==> src/rtl/minbd_eject_pkg.sv <==
// Ejection helpers: first-K-of-N priority grant and statistics counter width.
package minbd_eject_pkg;

  localparam int MAX_CHNL   = 32;
  localparam int STAT_CNT_W = 32;

  // Grant the lowest-indexed requesters, at most k of them.
  function automatic logic [MAX_CHNL-1:0] first_k_of_n(input logic [MAX_CHNL-1:0] req,
                                                        input int unsigned         k);
    logic [MAX_CHNL-1:0] gnt;
    int unsigned         cnt;
    gnt = '0;
    cnt = 0;
    for (int i = 0; i < MAX_CHNL; i++) begin
      if (req[i] && (cnt < k)) begin
        gnt[i] = 1'b1;
        cnt    = cnt + 1;
      end
    end
    return gnt;
  endfunction

  function automatic logic [STAT_CNT_W-1:0] sat_add(input logic [STAT_CNT_W-1:0] a,
                                                     input logic [STAT_CNT_W-1:0] b);
    logic [STAT_CNT_W:0] sum;
    sum = {1'b0, a} + {1'b0, b};
    return sum[STAT_CNT_W] ? '1 : sum[STAT_CNT_W-1:0];
  endfunction

endpackage

==> src/rtl/minbd_flit_pkg.sv <==
// Shared flit header: internal flit format carried on every router channel.
package minbd_flit_pkg;

  localparam int WIDTH_FLIT_INT = 32;

  typedef struct packed {
    logic [3:0]  dst;
    logic [3:0]  src;
    logic [15:0] seq;
    logic [7:0]  payload;
  } flit_int_t;

endpackage

==> src/rtl/multi_wr_fifo.sv <==
// Flit FIFO with WR_PORTS contiguous write ports (port 0 first) and one read port.
// Writes land on the clock edge; rd_dat is the registered head (zero when empty); rd_en while empty is ignored.
module multi_wr_fifo
  import minbd_flit_pkg::*;
#(
  parameter  int DEPTH    = 4,
  parameter  int WR_PORTS = 2,
  localparam int AW       = (DEPTH > 1) ? $clog2(DEPTH) : 1,
  localparam int OW       = $clog2(DEPTH) + 1
) (
  input  logic                    clk,
  input  logic                    reset,
  input  logic [WR_PORTS-1:0]     wr_en,
  input  flit_int_t [WR_PORTS-1:0] wr_dat,
  input  logic                    rd_en,
  output flit_int_t               rd_dat,
  output logic [OW-1:0]           occupancy
);

  flit_int_t       mem [DEPTH];
  logic [AW-1:0]   wr_ptr;
  logic [AW-1:0]   rd_ptr;
  logic [OW-1:0]   wr_cnt;
  logic            pop;

  always_comb begin
    wr_cnt = '0;
    for (int j = 0; j < WR_PORTS; j++) begin
      wr_cnt = wr_cnt + OW'(wr_en[j]);
    end
  end

  assign pop    = rd_en && (occupancy != '0);
  assign rd_dat = (occupancy != '0) ? mem[rd_ptr] : '0;

  always_ff @(posedge clk) begin
    if (reset) begin
      wr_ptr    <= '0;
      rd_ptr    <= '0;
      occupancy <= '0;
    end else begin
      wr_ptr    <= AW'((int'(wr_ptr) + int'(wr_cnt)) % DEPTH);
      if (pop) begin
        rd_ptr <= AW'((int'(rd_ptr) + 1) % DEPTH);
      end
      occupancy <= occupancy + wr_cnt - OW'(pop);
    end
  end

  // Storage is not cleared on reset; the pointers alone define what is valid.
  always_ff @(posedge clk) begin
    if (!reset) begin
      for (int j = 0; j < WR_PORTS; j++) begin
        if (wr_en[j]) begin
          mem[AW'((int'(wr_ptr) + j) % DEPTH)] <= wr_dat[j];
        end
      end
    end
  end

endmodule

==> src/rtl/flit_eject_buffer.sv <==
// Removes up to EJECT_WIDTH requested flits per cycle into a local buffer; grants are combinational, out_flit lags one cycle.
// Backpressure: out_ready pops the head; a full buffer or the width cap denies requests (flit deflects). EJECT_STATS_EN adds counters.
module flit_eject_buffer
  import minbd_flit_pkg::*;
  import minbd_eject_pkg::*;
#(
  parameter int NUM_CHNL    = 4,
  parameter int EJECT_WIDTH = 2,
  parameter int FIFO_DEPTH  = 4
) (
  input  logic                          clk,
  input  logic                          reset,
  input  flit_int_t [NUM_CHNL-1:0]      din,
  input  logic [NUM_CHNL-1:0]           eject_req,
  output flit_int_t [NUM_CHNL-1:0]      dout,
  output logic [NUM_CHNL-1:0]           eject_gnt,
  output flit_int_t                     out_flit,
  output logic                          out_valid,
  input  logic                          out_ready,
  output logic [$clog2(FIFO_DEPTH):0]   occupancy
`ifdef EJECT_STATS_EN
  ,
  output logic [STAT_CNT_W-1:0]         eject_cnt,
  output logic [STAT_CNT_W-1:0]         eject_deny_cnt
`endif
);

  int unsigned                free_slots;
  int unsigned                grant_lim;
  logic [MAX_CHNL-1:0]        gnt_full;
  logic                       unused_gnt_bits;
  logic [EJECT_WIDTH-1:0]     wr_en;
  flit_int_t [EJECT_WIDTH-1:0] wr_dat;

  // Free space is taken at cycle start; a same-cycle pop does not widen it.
  always_comb begin
    free_slots = 32'(FIFO_DEPTH) - 32'(occupancy);
    grant_lim  = (free_slots < 32'(EJECT_WIDTH)) ? free_slots : 32'(EJECT_WIDTH);
    gnt_full   = reset ? '0 : first_k_of_n(MAX_CHNL'(eject_req), grant_lim);
  end

  assign eject_gnt       = gnt_full[NUM_CHNL-1:0];
  assign unused_gnt_bits = ^gnt_full;

  always_comb begin
    for (int i = 0; i < NUM_CHNL; i++) begin
      dout[i] = eject_gnt[i] ? '0 : din[i];
    end
  end

  // Pack granted flits onto write ports in ascending channel order.
  always_comb begin
    int slot;
    wr_en  = '0;
    wr_dat = '0;
    slot   = 0;
    for (int i = 0; i < NUM_CHNL; i++) begin
      if (eject_gnt[i] && (slot < EJECT_WIDTH)) begin
        wr_en[slot]  = 1'b1;
        wr_dat[slot] = din[i];
        slot         = slot + 1;
      end
    end
  end

  multi_wr_fifo #(
    .DEPTH    (FIFO_DEPTH),
    .WR_PORTS (EJECT_WIDTH)
  ) u_fifo (
    .clk       (clk),
    .reset     (reset),
    .wr_en     (wr_en),
    .wr_dat    (wr_dat),
    .rd_en     (out_ready),
    .rd_dat    (out_flit),
    .occupancy (occupancy)
  );

  assign out_valid = (occupancy != '0);

`ifdef EJECT_STATS_EN
  logic [STAT_CNT_W-1:0] n_gnt;
  logic [STAT_CNT_W-1:0] n_deny;

  assign n_gnt  = STAT_CNT_W'($countones(eject_gnt));
  assign n_deny = STAT_CNT_W'($countones(eject_req)) - n_gnt;

  always_ff @(posedge clk) begin
    if (reset) begin
      eject_cnt      <= '0;
      eject_deny_cnt <= '0;
    end else begin
      eject_cnt      <= sat_add(eject_cnt, n_gnt);
      eject_deny_cnt <= sat_add(eject_deny_cnt, n_deny);
    end
  end
`endif

endmodule
==> config.mk <==
export PLATFORM = sky130hd
export DESIGN_NAME = flit_eject_buffer
export DESIGN_NICKNAME = d
export VERILOG_FILES = /design/src/rtl/minbd_eject_pkg.sv /design/src/rtl/minbd_flit_pkg.sv /design/src/rtl/multi_wr_fifo.sv /design/src/rtl/flit_eject_buffer.sv
export SDC_FILE = /design/constraint.sdc
export NUM_CORES = 1
export LEC_CHECK = 0
export ABC_AREA = 1
export CAP_MARGIN = 30
export CORE_UTILIZATION = 46
export CTS_BUF_LIST = sky130_fd_sc_hd__clkbuf_8
export DETAILED_ROUTE_END_ITERATION = 12
export PLACE_DENSITY = 0.79
export SYNTH_ARGS = -nofsm -noshare
export SYNTH_HDL_FRONTEND = slang
export SYNTH_SLANG_ARGS = --single-unit
==> constraint.sdc <==
create_clock -name clk -period 6.2 [get_ports clk]
set_input_delay 0.62 -clock clk [delete_from_list [all_inputs] [get_ports clk]]
set_output_delay 0.62 -clock clk [all_outputs]
set_load 0.02 [all_outputs]
==> flow_summary.json, run 1 <==
{
  "status": "finished clean",
  "htreeDepth": 4,
  "synth_compound_area_share_pct": 7.86,
  "ant_nets": 0,
  "die-area_um2": 25400,
  "slew_headroom_pct": 29.4,
  "r2r_cells": 28,
  "leakage_uw": 0.00695,
  "die_h_um": 159,
  "cp.arrival_ns": 4.83,
  "overflow": 0,
  "vias": 13100,
  "holdWs_ns": 0.481,
  "final_area_um2": 14800,
  "grt_start_max_net_pins": 67,
  "r2r_setup_slack_ns": 0.84,
  "io_buffers": 302,
  "syn_area_per_cell_um2": 6.48,
  "synth_cell_types": 33,
  "grt_pass1_vias": 11900,
  "clockRootBuffer": "clkbuf_8",
  "critPathRequiredTime_ns": 5.58,
  "wl_um": 42100,
  "numCtsBuffers": 17,
  "cp_cell_sequence": "inv_1, ha_1, ha_2, inv_1, nor2_1, nand3_1, nand2_1, inv_1, ha_1, ha_1, nor2_1, a31oi_1, ha_1, nor2_1, nand2_1, nor2_2, nand2_1, inv_2, buf_4, clkdlybuf4s50_1",
  "hold_buffers": 0,
  "fp.dieW_um": 159,
  "initial_utilization_pct": 46.9,
  "post_drt_via_cell_ratio": 5.66,
  "cts_tree": "done",
  "routedWlPerCell_um": 18.1,
  "worstHoldPathCells": 1,
  "maxCapViolCount": 0,
  "critPathMostFrequentCell": "ha_1",
  "drtIter0Drc": 1859,
  "fin_crit_ns": 5.45,
  "grt_pass1_wl_um": 64100,
  "synth_fa_ha_area_share_pct": 1.78,
  "setup_violations": 0,
  "syn_area_um2": 11400,
  "io_pins": 303,
  "clk_pin_slew_worst_paths_ns": 0.09,
  "rsz0062_at_grt": "false",
  "ys_warn_count": 0,
  "multi_input_area_um2": 5990,
  "cts_setup_buffers": 0,
  "insertion_delay_ns": 0.46,
  "skew_ns": 0.0123,
  "worst-path-max-fanout": 33,
  "crit_path_end_kind": "primary output",
  "dp_worst_setup_slack_ns": 0.823,
  "rows": 57,
  "crit_type": "flip-flop to primary output",
  "startpoint_type": "flip-flop",
  "antennaDiodeCount": 0,
  "cpPeakStageDelay_ns": 0.69,
  "synth_top_family_by_area": "simple AND/OR/NAND/NOR gates",
  "fmax_ghz": 0.183,
  "crit_start": "u_fifo.occupancy[0]$_SDFF_PP0_",
  "cts_resized": 0,
  "syn2layout_area_growth_pct": 30.0,
  "endpoint": "eject_gnt[3]",
  "cp.depth": 20,
  "ys_seq_area_share_pct": 35.3,
  "cp_slowest_cell": "clkdlybuf4s50_1",
  "cpLargestDelayFamily": "buffers and inverters",
  "synth_nets": 1908,
  "hold_viol_final": 0,
  "min_period_over_period_pct": 87.9,
  "finish.utilization_pct": 60.9,
  "filler_cell_count": 2207,
  "postPlaceCellArea_um2": 14400,
  "hold_path.class": "flip-flop to flip-flop",
  "cts_sinks": 137,
  "drv_slew": 0,
  "synthXorXnorAreaFrac_pct": 0.231,
  "synth_mux_area_share_pct": 0,
  "clockBufferDepth": 2,
  "grt_use_total_pct": 32.4,
  "drc_errors": 0,
  "rr_endpoint": "u_fifo.occupancy[2]$_SDFF_PP0_",
  "synthSimpleGateAreaFrac_pct": 42.5,
  "dp_hpwl_um": 28700,
  "core-area_um2": 24300,
  "power_per_cell_area_nw_per_um2": 456,
  "ir_drop_mv": 0.253,
  "setup_ws_ns": 0.747,
  "syn_inst": 1758,
  "gp_congestion": 0.932,
  "regArea_um2": 4030,
  "dr.pass1.iters": 7,
  "synth-seq-cells": 137,
  "path_buf_inv": 6,
  "tightest_slew_ns": 1.06,
  "antenna_found_initial": 0,
  "nNetsFinal": 2136,
  "timing.setup.tns_ns": 0,
  "r2r-start": "u_fifo.occupancy[0]$_SDFF_PP0_",
  "final_layout_size_suffix_gt1_share_pct": 4.40
}
-- worst reg2reg max path: cells and delay by family, from the launching register on --
kind            cells  cell delay [ns]
fa+ha+maj           8             2.11
xor+xnor            1             0.20
simple gates       10             1.79
buf+inv             6             0.40
flops               1             0.39
compound gates      3             0.41
-- worst min-delay path by stage --
stage	from	to	slack, ns
global route	u_fifo.rd_ptr[0]$_SDFFE_PP0P_	flip-flop	0.50
detailed placement	u_fifo.rd_ptr[0]$_SDFFE_PP0P_	u_fifo.rd_ptr[0]$_SDFFE_PP0P_	0.46
CTS	u_fifo.rd_ptr[0]$_SDFFE_PP0P_	flip-flop	0.48
finish	u_fifo.rd_ptr[0]$_SDFFE_PP0P_	flip-flop	0.48
floorplan	u_fifo.rd_ptr[0]$_SDFFE_PP0P_	flip-flop	0.44
global placement	u_fifo.rd_ptr[0]$_SDFFE_PP0P_	u_fifo.rd_ptr[0]$_SDFFE_PP0P_	0.45
-- sequential cells by signal, summed over array words and instances (netlist names), named ones only --
name              count
u_fifo.mem          128
u_fifo.occupancy      3
u_fifo.rd_ptr         2
u_fifo.wr_ptr         2
-- metrics by stage --
stage / power, uW / cells
2_1_floorplan: 4340 / 1758
3_3_place_gp: 5770 / 2290
3_5_place_dp: 5920 / 2291
4_1_cts: 6670 / 2323
5_1_grt: 7180 / 2323
6_report: 6750 / 2323
-- cells in the mapped netlist (all sizes together) --
master | n | area, um2
a21oi | 37 | 185
a31oi | 1 | 6.26
buf | 63 | 440
clkbuf | 58 | 218
clkinv | 1 | 3.75
dfxtp | 9 | 180
edfxtp | 128 | 3840
fa | 2 | 40.0
ha | 13 | 163
inv | 199 | 747
nand2 | 493 | 1860
nand3 | 363 | 1880
nand3b | 1 | 11.3
nand4 | 37 | 244
nor2 | 211 | 841
o21ai | 137 | 697
o21bai | 1 | 7.51
or2 | 1 | 6.26
xor2 | 3 | 26.3
-- report_power, final --
part / switching, uW / internal [uW] / leakage, uW
sequential: 58.6 / 1460 / 0.00126
combinational: 3000 / 1480 / 0.00548
clock: 390 / 365 / 0.000205
total: 3450 / 3310 / 0.00695
-- layout by cell type (no fill, tap or decap), types with 2 or more instances in the layout --
| cell | count |
|---|---|
| clkinv_4 | 5 |
| buf_4 | 27 |
| clkbuf_8 | 17 |
| nand3_1 | 356 |
| ha_1 | 12 |
| inv_2 | 4 |
| nand4_2 | 2 |
| dfxtp_1 | 8 |
| nand3_4 | 4 |
| o21ai_2 | 4 |
| a21oi_1 | 37 |
| o21ai_0 | 113 |
| bufinv_16 | 2 |
| fa_1 | 2 |
| nand4_1 | 35 |
| nor2_4 | 4 |
| nand2_1 | 491 |
| clkdlybuf4s50_1 | 302 |
| edfxtp_1 | 128 |
| inv_6 | 4 |
| nand3_2 | 3 |
| inv_1 | 196 |
| o21ai_1 | 19 |
| nor2_1 | 205 |
| xor2_1 | 3 |
-- kinds of logic (layout without fill, tap and decap cells) --
kind of cell | Yosys count | after routing
compound gates | 176 | 176
xor+xnor | 3 | 3
fa+ha+maj | 15 | 15
buf+inv | 321 | 562
flops | 137 | 137
simple gates | 1106 | 1106
-- layer usage --
layer,up-vias,track usage (%),share of wire (%)
li1,6209,-,-
met1,5879,43.0,39
met2,947,51.8,46
met3,113,6.77,12
met4,0,12.5,3.0
met5,-,0,0
-- final cells by class --
cell class,count,area share (%)
Timing Repair Buffer,330,21.9
Tap cell,324,2.74
Multi-Input combinational cell,1300,40.4
Clock inverter,15,1.12
Sequential cell,137,27.2
Inverter,200,5.07
Clock buffer,17,1.58
(Power assumes the default switching activity.)
==> run 2: changes to the inputs <==
Settings changed: CORE_UTILIZATION 46 to 25, DONT_BUFFER_PORTS from default to 1, MAX_ROUTING_LAYER from default to met4, PLACE_DENSITY 0.79 to default.
==> run 2 against run 1 <==
Net effect:
- sequential power about the same
- via count decreased by 10%
- clock skew increased by 0.0050 ns
- final cell count decreased by 0.52%
- register-to-register slack about the same
- clock power increased by 1%
- critical path type unchanged
- maximum frequency increased by 1.4%
- first-iteration DRC count decreased by 45%
- largest power group unchanged
- highest routed layer unchanged
- final area decreased by 17%
==> flow_summary.json, run 2 (synthesis results as in run 1) <==
{
  "status": "finished clean",
  "maxCapViolCount": 0,
  "reg_top3": "u_fifo.mem (128), u_fifo.occupancy (3)",
  "final_area_um2": 12400,
  "tightest_slew_ns": 0.940,
  "gp_congestion": 0.869,
  "drv_slew": 0,
  "leakage_uw": 0.00592,
  "multi_input_area_um2": 6010,
  "finalPower_uw": 6190,
  "layout_commonest_cell": "nand2_1",
  "hold_path.class": "input port to flip-flop",
  "hold_viol_final": 0,
  "initial_utilization_pct": 25.6,
  "numCtsBuffers": 17,
  "path_buf_inv": 6,
  "holdWs_ns": 0.194,
  "clockRootBuffer": "clkbuf_8",
  "drc_errors": 0,
  "grt_pass1_vias": 10800,
  "clk_pin_slew_worst_paths_ns": 0.09,
  "htreeDepth": 4,
  "worstHoldStart": "reset",
  "regArea_um2": 4030,
  "cts_tree": "done",
  "antennaDiodeCount": 0,
  "crit_type": "flip-flop to primary output",
  "ir_drop_mv": 0.517,
  "r2r_cells": 24,
  "power_per_cell_area_nw_per_um2": 500,
  "drtIter0Drc": 1030,
  "rsz0062_at_grt": "false",
  "critPathMostFrequentCell": "ha_1",
  "dr.pass1.iters": 5,
  "rows": 77,
  "rr_endpoint": "u_fifo.occupancy[2]$_SDFF_PP0_",
  "ant_nets": 0,
  "cpPeakStageDelay_ns": 0.51,
  "core-area_um2": 44600,
  "setup_violations": 0,
  "post_drt_via_cell_ratio": 5.12,
  "mostFrequentLayoutCells": "491 x nand2_1, 356 x nand3_1, 205 x nor2_1, 195 x inv_1, 128 x edfxtp_1",
  "vias": 11800,
  "cts_sinks": 137,
  "cp_cell_sequence": "inv_1, ha_1, ha_1, inv_1, nor2_1, nand3_1, nand2_1, inv_1, ha_1, ha_1, nor2_1, a31oi_1, ha_1, nor2_1, nand2_1, nor2_2, nand2_1, inv_2, buf_4, nor2_1, buf_4",
  "critPathRequiredTime_ns": 5.58,
  "fmax_ghz": 0.186,
  "syn2layout_area_growth_pct": 8.53,
  "antenna_found_initial": 0,
  "grt_use_total_pct": 20.0,
  "hold_buffers": 0,
  "grt_pass1_wl_um": 67500,
  "cts_setup_buffers": 0,
  "cp.arrival_ns": 4.76,
  "worst-path-max-fanout": 33,
  "clockBufferDepth": 2,
  "dp_hpwl_um": 32700,
  "holdPathEnd": "u_fifo.occupancy[0]$_SDFF_PP0_",
  "die_h_um": 216,
  "fin_crit_ns": 5.38,
  "grt_start_max_net_pins": 67,
  "startpoint_type": "flip-flop",
  "overflow": 0,
  "min_period_over_period_pct": 86.7,
  "worstHoldPathCells": 1,
  "slew_headroom_pct": 37.2,
  "cpLargestDelayFamily": "simple AND/OR/NAND/NOR gates",
  "largest_reg_flops": 128,
  "final_layout_size_suffix_gt1_share_pct": 6.46,
  "filler_cell_count": 4851,
  "io_pins": 303,
  "insertion_delay_ns": 0.48,
  "cts_resized": 0,
  "crit_path_end_kind": "primary output",
  "r2r_setup_slack_ns": 0.83,
  "postPlaceCellArea_um2": 11900,
  "wl_um": 46200,
  "io_buffers": 0,
  "top_register": "u_fifo.mem",
  "nNetsFinal": 1856,
  "routedWlPerCell_um": 20.0,
  "fp.dieW_um": 216,
  "skew_ns": 0.0173,
  "cp_slowest_cell": "dfxtp_1",
  "die-area_um2": 46400,
  "r2r-start": "u_fifo.occupancy[0]$_SDFF_PP0_"
}
run 2: cell count changes in the layout (fill, tap and decap cells not counted), moves of 2 or more:
cell             before  now
inv_6                 4    2
clkinvlp_4            1    3
o21ai_4               1    5
buf_4                27   47
clkinv_4              5    3
o21ai_2               4    0
clkinv_2              1    4
clkdlybuf4s50_1     302    0
run 2: power by group:
part	total, uW	switching [uW]	internal (uW)	leakage [uW]
combinational	3880	2960	926	0.00445
sequential	1540	79.8	1460	0.00126
clock	766	368	397	0.000202
run 2: worst max-delay path by stage:
stage | start | endpoint | cells after the start
floorplan | u_fifo.occupancy[0]$_SDFF_PP0_ | u_fifo.mem[0][0]$_DFFE_PP_ | 20
global placement | u_fifo.occupancy[0]$_SDFF_PP0_ | u_fifo.mem[1][10]$_DFFE_PP_ | 18
detailed placement | u_fifo.occupancy[0]$_SDFF_PP0_ | u_fifo.mem[1][13]$_DFFE_PP_ | 23
CTS | u_fifo.occupancy[0]$_SDFF_PP0_ | dout[117] | 21
global route | u_fifo.occupancy[0]$_SDFF_PP0_ | dout[125] | 21
finish | u_fifo.occupancy[0]$_SDFF_PP0_ | dout[117] | 21
run 2: worst register-to-register path: cells and delay by family (launching register included):
kind | cells | cell delay [ns]
buf+inv | 6 | 0.81
fa+ha+maj | 7 | 2.30
xor+xnor | 1 | 0.18
compound gates | 2 | 0.21
flops | 1 | 0.51
simple gates | 8 | 1.23
run 2: cell type report:
class                   instances  area share, %
repair buffers                 50           3.46
clock inverters                15           1.43
well taps                     592           5.99
clock buffers                  17           1.89
flip-flops and latches        137           32.5
multi-input cells            1300           48.6
inverters                     200           6.07
run 2: metal layers:
layer | global-route usage (%) | vias up | part of all wire, %
li1 | - | 5631 | -
met1 | 26.5 | 5514 | 45
met2 | 30.5 | 616 | 45
met5 | - | - | 0
met4 | 6.38 | 0 | 2.3
met3 | 3.66 | 64 | 8.1
run 2: per-stage QoR:
stage	TNS [ns]	cells	utilization, %	setup WS [ns]
6_report	0	2311	27.7	0.824
4_1_cts	0	2310	27.7	0.773
5_1_grt	0	2311	27.7	0.367
3_3_place_gp	0	2276	26.6	0.827
3_5_place_dp	0	2278	26.8	0.879
2_1_floorplan	-56.38	1758	-	-0.440
